File: config.mk
export PLATFORM = sky130hd
export DESIGN_NAME = instr_encoder
export DESIGN_NICKNAME = d
export VERILOG_FILES = /design/src/rtl/rv32i_pkg.sv /design/src/rtl/instr_pack.sv /design/src/rtl/instr_encoder.sv
export SDC_FILE = /design/constraint.sdc
export NUM_CORES = 1
export LEC_CHECK = 0
export ABC_AREA = 1
export BUFFER_PORTS_ARGS = -buffer_cell sky130_fd_sc_hd__buf_2
export CORE_MARGIN = 1
export CORE_UTILIZATION = 40
export DETAILED_ROUTE_END_ITERATION = 8
export PLACE_DENSITY_LB_ADDON = 0.15
export RECOVER_POWER = 100
export SYNTH_ARGS = -nofsm -noshare
export SYNTH_HDL_FRONTEND = slang
export SYNTH_SLANG_ARGS = --single-unit
File: constraint.sdc
create_clock -name clk -period 1.73 [get_ports clk]
set_input_delay 0.2595 -clock clk [delete_from_list [all_inputs] [get_ports clk]]
set_output_delay 0.2595 -clock clk [all_outputs]
set_load 0.005 [all_outputs]
File: src/rtl/rv32i_pkg.sv
`default_nettype none
// +--------------------------------------------------------------------+
// | rv32i_pkg: RV32I format selects, opcodes and immediate helpers       |
// | Rev 1.0                                                              |
// +--------------------------------------------------------------------+
package rv32i_pkg;

   localparam logic [2:0] FMT_R = 3'd0;
   localparam logic [2:0] FMT_I = 3'd1;
   localparam logic [2:0] FMT_S = 3'd2;
   localparam logic [2:0] FMT_B = 3'd3;
   localparam logic [2:0] FMT_U = 3'd4;
   localparam logic [2:0] FMT_J = 3'd5;

   localparam logic [31:0] NOP_INSTR = 32'h0000_0013;

   localparam logic [6:0] OP_LUI    = 7'h37;
   localparam logic [6:0] OP_AUIPC  = 7'h17;
   localparam logic [6:0] OP_JAL    = 7'h6F;
   localparam logic [6:0] OP_JALR   = 7'h67;
   localparam logic [6:0] OP_BRANCH = 7'h63;
   localparam logic [6:0] OP_LOAD   = 7'h03;
   localparam logic [6:0] OP_STORE  = 7'h23;
   localparam logic [6:0] OP_IMM    = 7'h13;
   localparam logic [6:0] OP_REG    = 7'h33;

   // True when v is representable as an n-bit two's-complement value.
   function automatic logic fits_signed(input logic [31:0] v, input int n);
      logic signed [31:0] t;
      t = $signed(v) >>> (n - 1);
      return (t == '0) || (t == '1);
   endfunction

endpackage
`default_nettype wire

File: src/rtl/instr_pack.sv
`default_nettype none
// +--------------------------------------------------------------------+
// | instr_pack: combinational RV32I field packer with immediate check    |
// | Rev 1.0                                                              |
// +--------------------------------------------------------------------+
module instr_pack
   import rv32i_pkg::*;
(
   input  logic [2:0]  fmt,
   input  logic [6:0]  opcode,
   input  logic [4:0]  rd,
   input  logic [4:0]  rs1,
   input  logic [4:0]  rs2,
   input  logic [2:0]  funct3,
   input  logic [6:0]  funct7,
   input  logic [31:0] imm,
   output logic [31:0] instr,
   output logic        err
);

   logic [31:0] word;
   logic        legal;

   always_comb begin
      word  = '0;
      legal = 1'b1;
      case (fmt)
         FMT_R: word = {funct7, rs2, rs1, funct3, rd, opcode};
         FMT_I: begin
            word  = {imm[11:0], rs1, funct3, rd, opcode};
            legal = fits_signed(imm, 12);
         end
         FMT_S: begin
            word  = {imm[11:5], rs2, rs1, funct3, imm[4:0], opcode};
            legal = fits_signed(imm, 12);
         end
         // 13-bit signed and even gives the [-4096, 4094] window.
         FMT_B: begin
            word  = {imm[12], imm[10:5], rs2, rs1, funct3, imm[4:1], imm[11], opcode};
            legal = fits_signed(imm, 13) && !imm[0];
         end
         FMT_U: begin
            word  = {imm[31:12], rd, opcode};
            legal = (imm[11:0] == 12'h000);
         end
         FMT_J: begin
            word  = {imm[20], imm[10:1], imm[11], imm[19:12], rd, opcode};
            legal = fits_signed(imm, 21) && !imm[0];
         end
         default: legal = 1'b0;
      endcase
      instr = legal ? word : NOP_INSTR;
      err   = !legal;
   end

endmodule
`default_nettype wire

File: src/rtl/instr_encoder.sv
`default_nettype none
// +--------------------------------------------------------------------+
// | instr_encoder: pipelined RV32I encoder with address tag and err count|
// | Rev 1.0                                                              |
// +--------------------------------------------------------------------+
module instr_encoder
   import rv32i_pkg::*;
#(
   parameter int ADDR_W   = 10,
   parameter int ERRCNT_W = 8
) (
   input  logic                clk,
   input  logic                rst,
   input  logic                in_valid,
   output logic                in_ready,
   input  logic [2:0]          in_fmt,
   input  logic [6:0]          in_opcode,
   input  logic [4:0]          in_rd,
   input  logic [4:0]          in_rs1,
   input  logic [4:0]          in_rs2,
   input  logic [2:0]          in_funct3,
   input  logic [6:0]          in_funct7,
   input  logic [31:0]         in_imm,
   input  logic                addr_load,
   input  logic [ADDR_W-1:0]   addr_base,
   output logic                out_valid,
   input  logic                out_ready,
   output logic [31:0]         out_instr,
   output logic [ADDR_W-1:0]   out_addr,
   output logic                out_err,
   output logic [ERRCNT_W-1:0] err_count
);

   logic [ADDR_W-1:0] wr_addr;
   logic [ADDR_W-1:0] this_addr;
   logic [31:0]       pack_instr;
   logic              pack_err;
   logic              accept;

   instr_pack u_pack (
      .fmt    (in_fmt),
      .opcode (in_opcode),
      .rd     (in_rd),
      .rs1    (in_rs1),
      .rs2    (in_rs2),
      .funct3 (in_funct3),
      .funct7 (in_funct7),
      .imm    (in_imm),
      .instr  (pack_instr),
      .err    (pack_err)
   );

   assign in_ready  = !out_valid || out_ready;
   assign accept    = in_valid && in_ready;
   // A load coinciding with an accept tags that very word with the base.
   assign this_addr = addr_load ? addr_base : wr_addr;

   always_ff @(posedge clk or posedge rst) begin
      if (rst) begin
         out_valid <= 1'b0;
         out_instr <= '0;
         out_addr  <= '0;
         out_err   <= 1'b0;
         err_count <= '0;
         wr_addr   <= '0;
      end else begin
         if (accept) begin
            out_valid <= 1'b1;
            out_instr <= pack_instr;
            out_addr  <= this_addr;
            out_err   <= pack_err;
            wr_addr   <= this_addr + ADDR_W'(1);
            if (pack_err && (err_count != '1))
               err_count <= err_count + ERRCNT_W'(1);
         end else begin
            if (out_ready)
               out_valid <= 1'b0;
            if (addr_load)
               wr_addr <= addr_base;
         end
      end
   end

endmodule
`default_nettype wire

# Yosys cells after proc, flatten, opt, wreduce, memory -nomap -nowiden
# Index checks and enable logic that the tools add are counted.
# W data, S select, Z words.
# op_classes
n_lt_le_gt_ge	0
n_reduce_logical	19
n_div	0
add_sub_neg	2
eq_ne	9
shift	0
n_mul	0
mux	7
bitwise_logic	0
# op_table
operator	n
$pmux W32 S6	1
$eq A32 B32 Y1 const B	3
$logic_not A32 Y1	3
$mux W32	1
$mux W10	2
$logic_not A12 Y1	1
$add A10 B1 Y10 const B	1
$add A8 B1 Y8 const B	1
$ne A8 B8 Y1 const B	1
$eq A3 B2 Y1 const B	2
$eq A3 B3 Y1 const B	2
$pmux W1 S5	1
$logic_and A1 B1 Y1	4
$logic_or A1 B1 Y1	4
$eq A3 B1 Y1 const B	1
$logic_not A1 Y1	3
$logic_not A3 Y1	1
$mux W1	2
$reduce_and A2 Y1	1
$reduce_bool A2 Y1	1
$reduce_or A2 Y1	1
# totals
ramBits	0
register_bits	62
inputBits	82
latchBits	0
mem_bits_ro	0
wordCells	43
n_memories	0
out_inout_bits	53

# Depth between registers and ports, before layout
# Gate-level depths: netlist (run 1).
# depth
ltp_word	7
ltp_mapped	13
mapped_depth_nobuf	11

# Cells and area by module
# From an unflattened synthesis (run 1), not the netlist that was laid out.
# hier_totals
hier_cells	558
hier_area_um2	3838.7
# by_module_without_submodules
mod	n_inst	cells_per_inst	seq_area_each_um2	area_per_inst_um2
instr_encoder	1	333	1551.5	2732.6
instr_pack	1	225	0.0	1106.1

# Least setup slack after synthesis (run 1)
# Ideal clock, no wire load.
# synth_timing
kind	input to register
start	in addr_load
end	reg wr_addr[8]
required_time_ns	1.651
t_arrival_ns	1.780
setup_slack_ns	-0.129
setup_time_ns	0.079
path_buffers	2
cell_stages	11
path_cell_list	buf_2 buf_2 nand2_1 o21ai_0 inv_1 ha_1 nand2_1 nor3_1 nand3_1 nor3_1 xor2_1
# synth_between
elab_chain_len	3
# synth_rtl
element	line_no	text
start: declaration	instr_encoder.sv:24	input logic addr_load,
$mux W10	-	
via this_addr[0]	instr_encoder.sv:35	logic [ADDR_W-1:0] this_addr;
$add A10 B1 Y10	instr_encoder.sv:72	wr_addr <= this_addr + ADDR_W'(1);
$mux W10	instr_encoder.sv:67	if (accept) begin
end signal: assignment	instr_encoder.sv:72	
end signal: assignment	instr_encoder.sv:79	wr_addr <= addr_base;
end: declaration	instr_encoder.sv:34	logic [ADDR_W-1:0] wr_addr;
# The timed path passes the listed nets, and every way through them passes these cells.
# A chain may end at the register's enable or synchronous reset.

# Worst setup path after layout (run 1)
# layout_timing
start	reg out_valid
end	reg wr_addr[9]
# layout_between
elab_chain_len	4
# layout_rtl
element	line_no	text
start: declaration	instr_encoder.sv:26	output logic out_valid,
start signal: assignment	instr_encoder.sv:60	out_valid <= 1'b0;
start signal: assignment	instr_encoder.sv:68	out_valid <= 1'b1;
start signal: assignment	instr_encoder.sv:77	out_valid <= 1'b0;
$logic_not A1 Y1	instr_encoder.sv:53	assign in_ready = !out_valid || out_ready;
$logic_or A1 B1 Y1	instr_encoder.sv:53	
$logic_and A1 B1 Y1	instr_encoder.sv:54	assign accept = in_valid && in_ready;
$mux W10	instr_encoder.sv:67	
# No other way between the ends.

==> flow_results.xml, run 1 <==
<?xml version="1.0" encoding="UTF-8"?>
<metrics>
  <group name="outcome">
    <metric name="status" unit="">finished, violations left</metric>
    <metric name="failed_checks" unit="">max-capacitance violations, max-slew violations</metric>
  </group>
  <group name="clocking">
    <metric name="cts_buffers" unit="">9</metric>
    <metric name="cts_tree" unit="">done</metric>
    <metric name="htreeDepth" unit="">3</metric>
    <metric name="cts.sink_count" unit="">62</metric>
    <metric name="ctsRootBufferMaster" unit="">clkbuf_8</metric>
    <metric name="cts_hold_buf" unit="">0</metric>
    <metric name="cts.reportedPaths.clkPinSlew" unit="ns">0.07</metric>
    <metric name="insertion_delay" unit="ns">0.34</metric>
    <metric name="cts-root-to-sink-buffers" unit="">2</metric>
  </group>
  <group name="worst_setup_path">
    <metric name="crit_chain" unit="">nand2_1 -&gt; nand2_2 -&gt; inv_1 -&gt; buf_12 -&gt; nand4_1 -&gt; nor2_1 -&gt; nand3_1 -&gt; nand2_1 -&gt; nand2_1</metric>
    <metric name="crit_end_element" unit="">flop</metric>
    <metric name="worst_path_max_fanout" unit="">47</metric>
    <metric name="critPathKind" unit="">flop to flop</metric>
    <metric name="critical_path.max_stage_delay" unit="ns">0.37</metric>
    <metric name="start_kind" unit="">flop</metric>
    <metric name="worst_path_max_delay_cell" unit="">dfrtp_1</metric>
    <metric name="crit_required" unit="ns">1.96</metric>
    <metric name="critical_path.most_common_cell" unit="">nand2_1</metric>
    <metric name="worst-endpoint-arrival" unit="ns">1.79</metric>
  </group>
  <group name="yosys">
    <metric name="synth_commonest_cells" unit="">nand2_1, nor2_1, dfrtp_1</metric>
    <metric name="synth_area" unit="mm^2">0.00358</metric>
    <metric name="synth_cell_type_count" unit="">29</metric>
    <metric name="synth-seq-area-share" unit="%">43.3</metric>
    <metric name="postSynth.asyncResetShare" unit="%">100</metric>
    <metric name="cell_count_after_synthesis" unit="">507</metric>
    <metric name="yosysTopAreaCellShare" unit="%">43.3</metric>
    <metric name="post_synth.cell_area_avg" unit="um^2">7.07</metric>
    <metric name="synth.most_common_cell" unit="">nand2_1</metric>
    <metric name="synth_area_leaders" unit="">dfrtp_1, nand2_1, nor2_1, o21ai_0, inv_1</metric>
    <metric name="ys_warn_count" unit="">0</metric>
    <metric name="synth-main-ff-cell" unit="">dfrtp_1</metric>
    <metric name="synth_fp_nets" unit="">591</metric>
    <metric name="synth_top_cell_by_area" unit="">dfrtp_1</metric>
    <metric name="yosys_register_bits" unit="">62</metric>
    <metric name="synth-edff-count" unit="">0</metric>
  </group>
  <group name="sta">
    <metric name="max_slew.worst_pin.slew" unit="ns">1.51</metric>
    <metric name="maximum_clock_frequency" unit="MHz">638</metric>
    <metric name="layout_setup_ws" unit="ns">0.163</metric>
    <metric name="worst_clock_skew" unit="ns">0.0107</metric>
    <metric name="setup_viol" unit="">0</metric>
    <metric name="final-hold-violation-count" unit="">0</metric>
    <metric name="grt_setup_unrepaired" unit="">false</metric>
    <metric name="max_slew_margin" unit="%">-0.334</metric>
    <metric name="timing.final.crit_period" unit="ns">1.57</metric>
    <metric name="period_share" unit="%">90.6</metric>
    <metric name="sum_neg_setup_slack" unit="ns">0</metric>
    <metric name="slew_violations" unit="">62</metric>
  </group>
  <group name="pwr">
    <metric name="pwr-share-comb" unit="%">24.2</metric>
    <metric name="cell_internal_pwr" unit="uW">2600</metric>
    <metric name="p_clk_share" unit="%">30.3</metric>
    <metric name="pwr_density_cell" unit="mW/mm^2">778</metric>
    <metric name="seqPwrFrac" unit="%">45.5</metric>
    <metric name="power.leakage" unit="uW">0.00258</metric>
    <metric name="ir_drop" unit="mV">0.368</metric>
    <metric name="sw_frac_of_total" unit="%">30.9</metric>
    <metric name="power_switching" unit="uW">1160</metric>
  </group>
  <group name="job">
    <metric name="maxCapViolCount" unit="">1</metric>
  </group>
  <group name="route">
    <metric name="drt_pre_antenna_iters" unit="">4</metric>
    <metric name="ant_nets" unit="">0</metric>
    <metric name="routed_wl" unit="mm">9.93</metric>
    <metric name="drc" unit="">0</metric>
    <metric name="via_per_inst" unit="">4.70</metric>
    <metric name="detailedRoute.firstIterationViolations" unit="">110</metric>
    <metric name="vias" unit="">3770</metric>
    <metric name="routedWlPerCell" unit="um">12.4</metric>
  </group>
  <group name="global_routing">
    <metric name="grt_max_degree" unit="">63</metric>
    <metric name="global_route_total_usage_across_every_layer" unit="%">22.5</metric>
    <metric name="gr-total-overflow" unit="">0</metric>
    <metric name="grt_first_pass_wirelength" unit="mm">17.1</metric>
    <metric name="grt_pass1_vias" unit="">3610</metric>
    <metric name="antenna_found_initial" unit="">1</metric>
  </group>
  <group name="final_layout">
    <metric name="fin_util" unit="%">55.9</metric>
    <metric name="final.fill_count" unit="">901</metric>
    <metric name="layout-area-overhead-vs-synth" unit="%">35.3</metric>
    <metric name="fin_nets" unit="">773</metric>
    <metric name="layout-drive-gt1-share" unit="%">28.6</metric>
  </group>
  <group name="place">
    <metric name="port-buffer-count" unit="">134</metric>
    <metric name="place.detailed.hpwl" unit="mm">7.54</metric>
    <metric name="dpl_worst_slack" unit="ns">-0.462</metric>
    <metric name="routabilityCongestion" unit="">0.944</metric>
  </group>
  <group name="hold_path">
    <metric name="worst_hold_path_type" unit="">input port to flop</metric>
  </group>
  <group name="floorplanning">
    <metric name="design.portCount" unit="">135</metric>
    <metric name="placement_rows" unit="">34</metric>
    <metric name="die_y" unit="um">96.6</metric>
    <metric name="fp.dieArea" unit="mm^2">0.00934</metric>
    <metric name="die_w" unit="um">96.6</metric>
    <metric name="floorplan.initialDensity" unit="%">41.3</metric>
    <metric name="core-area" unit="mm^2">0.00868</metric>
  </group>
</metrics>
==> cell usage in the layout, fill, tap and decap left out <==
cell and instances:
dfrtp_1 62, ha_1 2, buf_2 114, clkinv_2 3, xor2_1 11, diode_2 1
nand3_1 15, nor2_1 74, o22ai_1 2, a21oi_2 1, buf_12 1, nand2_1 178
o21ai_2 1, nand3b_1 1, nand4_1 15, clkinv_1 2, clkbuf_1 20, clkinvlp_4 2
mux2_2 1, nor3_1 3, o21ai_1 3, xnor2_1 3, a21oi_1 7, o211ai_1 6
nor2_4 3, nor3_2 2, nand2_4 1, o21ai_0 47, inv_2 3, buf_4 49
nand2_2 2, clkbuf_8 11, clkbuf_4 2, clkbuf_2 2, inv_1 44
==> sequential cells by signal, summed over array words and instances (netlist names) <==
name / count
err_count: 8
out_addr: 10
out_err: 1
out_valid: 1
wr_addr: 10
out_instr: 32
==> timing repair <==
item	in CTS	in global routing
pin swaps	0	0
setup buffers	0	0
cloned	1	0
endpoints found under the hold margin	0	0
resized for setup	1	2
endpoints found under the setup margin	5	17
==> power groups by stage <==
stage | logic, uW | clock network, uW | registers [uW]
2_1_floorplan | 475 | 0 | 1740
3_3_place_gp | 931 | 0 | 1740
3_5_place_dp | 941 | 0 | 1740
4_1_cts | 947 | 1170 | 1720
5_1_grt | 1040 | 1250 | 1740
6_report | 911 | 1140 | 1720
==> area by class of cell <==
type / count / area [um^2] / area share (%)
clock buffer: 11 / 151 / 3.12
inverter: 50 / 191 / 3.95
tap: 108 / 135 / 2.79
sequential: 62 / 1550 / 32.0
timing repair buffer: 188 / 1060 / 21.8
multi-input combinational: 378 / 1730 / 35.8
clock inverter: 4 / 22.5 / 0.465
antenna: 1 / 2.50 / 0.0516
==> layer usage <==
layer  track usage, %  up-vias  wire length (um)
li1                 -     1962                 -
met1             29.2     1701              4550
met2             36.4       92              4650
met3             6.29       15               538
met4             7.35        0               195
met5                0        -                 0
==> path summary, 6_finish.rpt <==
| kind | endpoint | startpoint | slack (ns) | cells after the start |
|---|---|---|---|---|
| min | out_instr[3] | in_opcode[3] | 0.19 | 3 |
| min in group asynchronous | out_addr[8] | rst | 0.45 | 3 |
| min reg2reg | out_addr[4] | out_addr[4] | 0.48 | 2 |
| max in group asynchronous | out_instr[15] | rst | 0.38 | 3 |
| max reg2reg | wr_addr[9] | out_valid | 0.16 | 9 |
| max | wr_addr[9] | out_valid | 0.16 | 9 |
==> metrics by stage <==
stage | cell area [um^2] | power (uW) | std cells | hold WS, ns
floorplan | 3590 | 2220 | 507 | 0.378
global placement | 4730 | 2670 | 785 | 0.373
detailed placement | 4730 | 2680 | 785 | 0.376
CTS | 4920 | 3830 | 801 | 0.0140
global route | 4840 | 4040 | 801 | 0.175
finish | 4850 | 3770 | 802 | 0.190
==> logic make-up after synthesis <==
family,count (synthesis),share of synthesized area (%)
buf+inv,68,8.03
flops,62,43.3
xor+xnor,14,3.42
compound gates,67,11.1
mux,1,0.314
simple gates,293,33.1
fa+ha+maj,2,0.698
==> critical path, delay by kind of cell (launching register included) <==
family / cells / cell delay (ns)
AND/OR/NAND/NOR: 7 / 0.73
flip-flops: 1 / 0.37
buffers and inverters: 2 / 0.34
Note: power is estimated with default switching activity, not from simulation.
==> inputs of run 2 (changes only) <==
--- a/config.mk
+++ b/config.mk
@@ -6,10 +6,12 @@
 export NUM_CORES = 1
 export LEC_CHECK = 0
 export ABC_AREA = 1
-export BUFFER_PORTS_ARGS = -buffer_cell sky130_fd_sc_hd__buf_2
 export CORE_MARGIN = 1
 export CORE_UTILIZATION = 40
+export CTS_CLUSTER_DIAMETER = 30
 export DETAILED_ROUTE_END_ITERATION = 8
+export DONT_BUFFER_PORTS = 1
+export GPL_TIMING_DRIVEN = 1
 export PLACE_DENSITY_LB_ADDON = 0.15
 export RECOVER_POWER = 100
 export SYNTH_ARGS = -nofsm -noshare
==> run 2 against run 1 <==
The run now ends clean. Sequential power about the same. Total power decreased by 4.0%. Sequential share of layout area increased by 6.9 points. Clock skew decreased by 0.0034 ns. Critical endpoint is now wr_addr[3].
==> flow_results.xml, run 2 (synthesis results as in run 1) <==
<?xml version="1.0" encoding="UTF-8"?>
<metrics>
  <group name="clocking">
    <metric name="cts_buffers" unit="">9</metric>
    <metric name="cts-root-to-sink-buffers" unit="">2</metric>
    <metric name="insertion_delay" unit="ns">0.33</metric>
    <metric name="ctsRootBufferMaster" unit="">clkbuf_8</metric>
    <metric name="htreeDepth" unit="">3</metric>
    <metric name="cts_tree" unit="">done</metric>
    <metric name="cts.reportedPaths.clkPinSlew" unit="ns">0.07</metric>
    <metric name="cts.sink_count" unit="">62</metric>
  </group>
  <group name="floorplanning">
    <metric name="die_w" unit="um">96.6</metric>
    <metric name="design.portCount" unit="">135</metric>
    <metric name="fp.dieArea" unit="mm^2">0.00934</metric>
    <metric name="die_y" unit="um">96.6</metric>
    <metric name="floorplan.initialDensity" unit="%">41.3</metric>
    <metric name="core-area" unit="mm^2">0.00868</metric>
    <metric name="placement_rows" unit="">34</metric>
  </group>
  <group name="final_layout">
    <metric name="num_antenna_cells" unit="">0</metric>
    <metric name="layoutNonFillerInstCount" unit="">640</metric>
    <metric name="regMostFlops" unit="">out_instr</metric>
    <metric name="layout-area-overhead-vs-synth" unit="%">11.3</metric>
    <metric name="layout_common_cells" unit="">nand2_1, nor2_1, dfrtp_1</metric>
    <metric name="fin_nets" unit="">611</metric>
    <metric name="commonest_non_fill_non_tap_cell_in_the_layout" unit="">nand2_1</metric>
    <metric name="biggestRegsByFlops" unit="">out_instr: 32 flops, out_addr: 10 flops, wr_addr: 10 flops</metric>
    <metric name="layout-drive-gt1-share" unit="%">9.96</metric>
    <metric name="fin_util" unit="%">45.9</metric>
    <metric name="largest_register_ff_count" unit="">32</metric>
  </group>
  <group name="sta">
    <metric name="timing.final.crit_period" unit="ns">1.53</metric>
    <metric name="worst_clock_skew" unit="ns">0.00728</metric>
    <metric name="maximum_clock_frequency" unit="MHz">653</metric>
    <metric name="max_slew_margin" unit="%">30.6</metric>
    <metric name="setup_viol" unit="">0</metric>
    <metric name="period_share" unit="%">88.5</metric>
    <metric name="final-hold-violation-count" unit="">0</metric>
    <metric name="max_slew.worst_pin.slew" unit="ns">1.03</metric>
    <metric name="slew_violations" unit="">0</metric>
    <metric name="grt_setup_unrepaired" unit="">false</metric>
  </group>
  <group name="worst_setup_path">
    <metric name="critPathKind" unit="">flop to flop</metric>
    <metric name="start_kind" unit="">flop</metric>
    <metric name="worst-endpoint-arrival" unit="ns">1.79</metric>
    <metric name="crit_required" unit="ns">1.99</metric>
    <metric name="critical_path.top_delay_family" unit="">simple AND/OR/NAND/NOR gates</metric>
    <metric name="worst_path_max_fanout" unit="">55</metric>
    <metric name="worst-path-buf-inv" unit="">1</metric>
    <metric name="critical_path.max_stage_delay" unit="ns">0.39</metric>
    <metric name="worst_path_max_delay_cell" unit="">clkbuf_4</metric>
    <metric name="crit_end_element" unit="">flop</metric>
    <metric name="rrSetupSlack" unit="ns">0.20</metric>
    <metric name="crit_chain" unit="">nand2_1 -&gt; nand2_2 -&gt; clkbuf_4 -&gt; nor3_1 -&gt; xor2_1</metric>
  </group>
  <group name="route">
    <metric name="drt_pre_antenna_iters" unit="">7</metric>
    <metric name="detailedRoute.firstIterationViolations" unit="">98</metric>
    <metric name="routed_wl" unit="mm">9.56</metric>
    <metric name="drc" unit="">0</metric>
    <metric name="via_per_inst" unit="">5.06</metric>
    <metric name="ant_nets" unit="">0</metric>
    <metric name="routedWlPerCell" unit="um">14.9</metric>
    <metric name="vias" unit="">3237</metric>
  </group>
  <group name="pwr">
    <metric name="ir_drop" unit="mV">0.400</metric>
    <metric name="power.leakage" unit="uW">0.00195</metric>
    <metric name="pwr_density_cell" unit="mW/mm^2">907</metric>
  </group>
  <group name="job">
    <metric name="maxCapViolCount" unit="">0</metric>
  </group>
  <group name="outcome">
    <metric name="status" unit="">completed</metric>
  </group>
  <group name="place">
    <metric name="port-buffer-count" unit="">0</metric>
    <metric name="routabilityCongestion" unit="">0.897</metric>
    <metric name="placed_cells_incl_taps" unit="">621</metric>
    <metric name="place.detailed.hpwl" unit="mm">7.18</metric>
  </group>
  <group name="global_routing">
    <metric name="global_route_total_usage_across_every_layer" unit="%">21.7</metric>
    <metric name="antenna_found_initial" unit="">0</metric>
    <metric name="grt_max_degree" unit="">56</metric>
    <metric name="gr-total-overflow" unit="">0</metric>
    <metric name="grt_first_pass_wirelength" unit="mm">16.3</metric>
    <metric name="grt_pass1_vias" unit="">3245</metric>
  </group>
  <group name="hold_path">
    <metric name="worst_hold_path_type" unit="">input port to flop</metric>
  </group>
</metrics>
==> run 2: changes by cell type in the layout (fill, tap and decap cells not counted), sizes merged <==
cell / change
clkbuf: -20
diode: -1
clkinv: -1
dlygate4sd3: +1
inv: +2
bufinv: +1
buf: -144
==> run 2: final cells by class <==
class	instances	area, um^2
Fill cell	928	4690
Tap cell	108	135
Inverter	50	189
Clock inverter	6	61.3
Sequential cell	62	1550
Multi-Input combinational cell	378	1720
Timing Repair Buffer	26	201
Clock buffer	10	128
==> run 2: per-stage QoR <==
stage | cell area [um^2] | hold slack (ns) | total power [uW] | worst slack [ns] | TNS [ns]
global route | 3990 | 0.0802 | 3840 | 0.0357 | 0
finish | 3990 | 0.0850 | 3620 | 0.199 | 0
CTS | 4040 | 0.0640 | 3690 | 0.0718 | 0
global placement | 3830 | 0.197 | 2400 | -0.230 | -3.57
floorplan | 3590 | 0.378 | 2220 | -0.0522 | -0.0522
detailed placement | 3830 | 0.198 | 2420 | -0.384 | -7.80
==> run 2: final timing paths <==
check | from | to | cells past startpoint
max in group asynchronous | rst | out_instr[18] | 3
hold / removal | in_opcode[6] | out_instr[6] | 2
min in group asynchronous | rst | err_count[4] | 2
setup / recovery | out_valid | wr_addr[3] | 5
setup reg to reg | out_valid | wr_addr[3] | 5
hold reg to reg | out_addr[6] | out_addr[6] | 2
==> run 2: per-layer routing <==
metal / global-route usage [%] / routed length, um / up-vias
li1: - / - / 1642
met1: 27.5 / 4200 / 1484
met2: 35.4 / 4610 / 98
met3: 6.29 / 588 / 13
met4: 7.81 / 151 / 0
met5: 0 / 0 / -
==> run 2: report_power, final <==
part | switching [uW] | internal [uW] | leakage (uW)
clock network | 590 | 663 | 0.0000964
logic | 388 | 241 | 0.00106
registers | 125 | 1610 | 0.000793
total | 1100 | 2520 | 0.00195
==> run 2: repair_timing <==
action,in CTS,in global routing
hold buffers,1,0
endpoints found under the hold margin,20,0
gates cloned,1,0
buffers inserted,0,1
resized for setup,1,2
pin swaps,1,1
endpoints found under the setup margin,2,10
==> inputs of run 3 (changes only) <==
--- a/config.mk
+++ b/config.mk
@@ -5,7 +5,6 @@
 export SDC_FILE = /design/constraint.sdc
 export NUM_CORES = 1
 export LEC_CHECK = 0
-export ABC_AREA = 1
 export CORE_MARGIN = 1
 export CORE_UTILIZATION = 40
 export CTS_CLUSTER_DIAMETER = 30
==> run 3 against run 2 <==
Sequential power grew 3%. Critical path depth unchanged. Core utilization is 2.2 points higher. Cell count fell by 25%. Combinational power increased by 7.0%. Non-clock buffer count increased by 5. Sequential share of layout area rose by 0.27 points. Largest power group unchanged.
==> flow_results.xml, run 3 <==
<?xml version="1.0" encoding="UTF-8"?>
<metrics>
  <group name="outcome">
    <metric name="status" unit="">completed</metric>
  </group>
  <group name="worst_setup_path">
    <metric name="critPathKind" unit="">flop to flop</metric>
    <metric name="r2r_end" unit="">err_count[6]</metric>
    <metric name="crit_required" unit="ns">1.96</metric>
    <metric name="worst-r2r-cell-count" unit="">5</metric>
    <metric name="worstReg2RegStart" unit="">err_count[0]</metric>
    <metric name="crit_end_element" unit="">flop</metric>
    <metric name="rrSetupSlack" unit="ns">0.05</metric>
    <metric name="cp-startpoint" unit="">err_count[0]</metric>
    <metric name="worst-endpoint-arrival" unit="ns">1.91</metric>
    <metric name="start_kind" unit="">flop</metric>
    <metric name="worst_path_max_fanout" unit="">3</metric>
  </group>
  <group name="floorplanning">
    <metric name="die_w" unit="um">94.2</metric>
    <metric name="design.portCount" unit="">135</metric>
    <metric name="fp.dieArea" unit="mm^2">0.00887</metric>
    <metric name="die_y" unit="um">94.2</metric>
    <metric name="placement_rows" unit="">33</metric>
    <metric name="core-area" unit="mm^2">0.00822</metric>
    <metric name="floorplan.initialDensity" unit="%">41.4</metric>
  </group>
  <group name="job">
    <metric name="maxCapViolCount" unit="">0</metric>
  </group>
  <group name="yosys">
    <metric name="ys_warn_count" unit="">0</metric>
    <metric name="post_synth.cell_area_avg" unit="um^2">9.77</metric>
    <metric name="synth_area" unit="mm^2">0.00340</metric>
    <metric name="yosys_register_bits" unit="">62</metric>
    <metric name="postSynth.asyncResetShare" unit="%">100</metric>
    <metric name="cell_count_after_synthesis" unit="">348</metric>
    <metric name="synth.most_common_cell" unit="">dfrtp_1</metric>
    <metric name="synth_cell_type_count" unit="">40</metric>
    <metric name="yosysTopAreaCellShare" unit="%">45.6</metric>
    <metric name="synth-seq-area-share" unit="%">45.6</metric>
    <metric name="synth_top_cell_by_area" unit="">dfrtp_1</metric>
    <metric name="synth_area_leaders" unit="">dfrtp_1, o31ai_2, nand2_1, mux2i_1, a22oi_1</metric>
    <metric name="synth_commonest_cells" unit="">dfrtp_1, nand2_1, a22oi_1</metric>
    <metric name="synth-edff-count" unit="">0</metric>
    <metric name="synth-main-ff-cell" unit="">dfrtp_1</metric>
    <metric name="synth_fp_nets" unit="">432</metric>
  </group>
  <group name="sta">
    <metric name="slew_violations" unit="">0</metric>
    <metric name="worst_clock_skew" unit="ns">0.00471</metric>
    <metric name="max_slew_margin" unit="%">35.3</metric>
    <metric name="period_share" unit="%">97.1</metric>
    <metric name="setup_viol" unit="">0</metric>
    <metric name="max_slew.worst_pin.slew" unit="ns">0.966</metric>
    <metric name="grt_setup_unrepaired" unit="">true</metric>
    <metric name="final-hold-violation-count" unit="">0</metric>
    <metric name="holdWs" unit="ns">0.0311</metric>
    <metric name="maximum_clock_frequency" unit="MHz">595</metric>
    <metric name="timing.final.crit_period" unit="ns">1.68</metric>
  </group>
  <group name="route">
    <metric name="routed_wl" unit="mm">8.29</metric>
    <metric name="routedWlPerCell" unit="um">17.4</metric>
    <metric name="detailedRoute.firstIterationViolations" unit="">83</metric>
    <metric name="drc" unit="">0</metric>
    <metric name="drt_pre_antenna_iters" unit="">4</metric>
    <metric name="via_per_inst" unit="">5.59</metric>
    <metric name="ant_nets" unit="">0</metric>
    <metric name="vias" unit="">2666</metric>
  </group>
  <group name="global_routing">
    <metric name="antenna_found_initial" unit="">0</metric>
    <metric name="global_route_total_usage_across_every_layer" unit="%">19.4</metric>
    <metric name="grt_pass1_vias" unit="">2631</metric>
    <metric name="grt_first_pass_wirelength" unit="mm">13.0</metric>
    <metric name="gr-total-overflow" unit="">0</metric>
    <metric name="grt_max_degree" unit="">57</metric>
  </group>
  <group name="final_layout">
    <metric name="regMostFlops" unit="">out_instr</metric>
    <metric name="largest_register_ff_count" unit="">32</metric>
    <metric name="layoutNonFillerInstCount" unit="">477</metric>
    <metric name="layout_common_cells" unit="">dfrtp_1, nand2_1, a22oi_1</metric>
    <metric name="final.fill_count" unit="">793</metric>
    <metric name="area_used_by_multi_input_combinational_logic" unit="mm^2">0.00183</metric>
    <metric name="layout-drive-gt1-share" unit="%">23.4</metric>
    <metric name="layout.area.seq" unit="mm^2">0.00155</metric>
    <metric name="layout-area-overhead-vs-synth" unit="%">16.5</metric>
    <metric name="fin_nets" unit="">451</metric>
    <metric name="num_antenna_cells" unit="">0</metric>
    <metric name="commonest_non_fill_non_tap_cell_in_the_layout" unit="">dfrtp_1</metric>
    <metric name="fin_util" unit="%">48.2</metric>
    <metric name="biggestRegsByFlops" unit="">out_instr: 32 flops, out_addr: 10 flops, wr_addr: 10 flops</metric>
  </group>
  <group name="pwr">
    <metric name="p_clk_share" unit="%">30.7</metric>
    <metric name="seqPwrFrac" unit="%">50.5</metric>
    <metric name="ir_drop" unit="mV">0.325</metric>
    <metric name="pwr_density_cell" unit="mW/mm^2">900</metric>
    <metric name="sw_frac_of_total" unit="%">29.9</metric>
    <metric name="pwr-share-comb" unit="%">18.9</metric>
    <metric name="power.leakage" unit="uW">0.00165</metric>
    <metric name="power_switching" unit="uW">1070</metric>
    <metric name="cell_internal_pwr" unit="uW">2500</metric>
  </group>
  <group name="place">
    <metric name="place.detailed.hpwl" unit="mm">6.21</metric>
    <metric name="port-buffer-count" unit="">0</metric>
    <metric name="routabilityCongestion" unit="">0.835</metric>
    <metric name="placed_cells_incl_taps" unit="">457</metric>
  </group>
  <group name="clocking">
    <metric name="cts.sink_count" unit="">62</metric>
    <metric name="cts_tree" unit="">done</metric>
    <metric name="htreeDepth" unit="">3</metric>
    <metric name="cts_buffers" unit="">9</metric>
    <metric name="insertion_delay" unit="ns">0.34</metric>
    <metric name="cts.reportedPaths.clkPinSlew" unit="ns">0.07</metric>
    <metric name="ctsRootBufferMaster" unit="">clkbuf_8</metric>
    <metric name="cts-root-to-sink-buffers" unit="">2</metric>
  </group>
  <group name="hold_path">
    <metric name="whs_path_depth" unit="">1</metric>
    <metric name="min_to" unit="">out_valid</metric>
    <metric name="holdCritStartpoint" unit="">in_valid</metric>
    <metric name="worst_hold_path_type" unit="">input port to flop</metric>
  </group>
</metrics>
-- run 3: logic make-up after synthesis --
group	count (synthesis)	synth area share (%)
adder cells (fa/ha/maj)	2	0.736
buffers and inverters	31	3.97
AND/OR/NAND/NOR	122	17.5
multiplexers	25	7.54
flip-flops	62	45.6
AO/OA/AOI/OAI	89	20.2
XOR/XNOR	17	4.38
-- run 3: power groups by stage --
stage                     Sequential (uW)  Combinational [uW]  Clock [uW]
after global placement               1820                 659           0
after floorplan                      1810                 478           0
after detailed placement             1830                 671           0
after global routing                 1830                 757        1220
final                                1800                 673        1090
after CTS                            1800                 691        1130
-- run 3: repair_timing --
action                                  4_1_cts  5_1_grt
pin swaps                                     3        3
gates resized for setup                       7        6
hold buffers                                  2        0
buffers inserted                              1        1
endpoints found under the setup margin        5       14
hold endpoints to repair                     21        0
-- run 3: through the flow --
| stage | setup TNS (ns) | cell area (um^2) | total power [uW] | setup WS (ns) |
|---|---|---|---|---|
| 2_1_floorplan | -10.37 | 3450 | 2280 | -0.380 |
| 3_3_place_gp | -9.33 | 3720 | 2480 | -0.291 |
| 3_5_place_dp | -10.86 | 3720 | 2500 | -0.329 |
| 4_1_cts | -0.00628 | 3950 | 3630 | -0.00400 |
| 5_1_grt | -0.0664 | 3960 | 3800 | -0.0264 |
| 6_report | 0 | 3960 | 3560 | 0.0495 |
-- run 3: worst max path at each step --
| stage | endpoint | cells past startpoint |
|---|---|---|
| after global placement | err_count[1] | 7 |
| after detailed placement | err_count[1] | 7 |
| final | err_count[6] | 5 |
| after global routing | wr_addr[9] | 6 |
| after CTS | wr_addr[9] | 6 |
| after floorplan | out_instr[0] | 7 |
-- run 3: critical path, cell delays in order, from the launching register on --
cell and delay (ns):
dfrtp_1 0.35, ha_1 0.18, nand3_1 0.13, or3_1 0.38
nor3_2 0.19, mux2_2 0.35
-- run 3: final cells by class --
class / instances / area share [%]
tap: 105 / 3.32
inverter: 8 / 0.790
sequential: 62 / 39.2
multi-input combinational: 255 / 46.2
timing repair buffer: 31 / 6.26
clock buffer: 12 / 3.67
clock inverter: 4 / 0.569
-- run 3: routing by layer --
metal	wire length, um	part of all wire, %	GRT usage (%)
met1	3640	44	24.2
met2	3850	46	30.6
met3	688	8.3	6.31
met4	119	1.4	8.08
met5	0	0	0
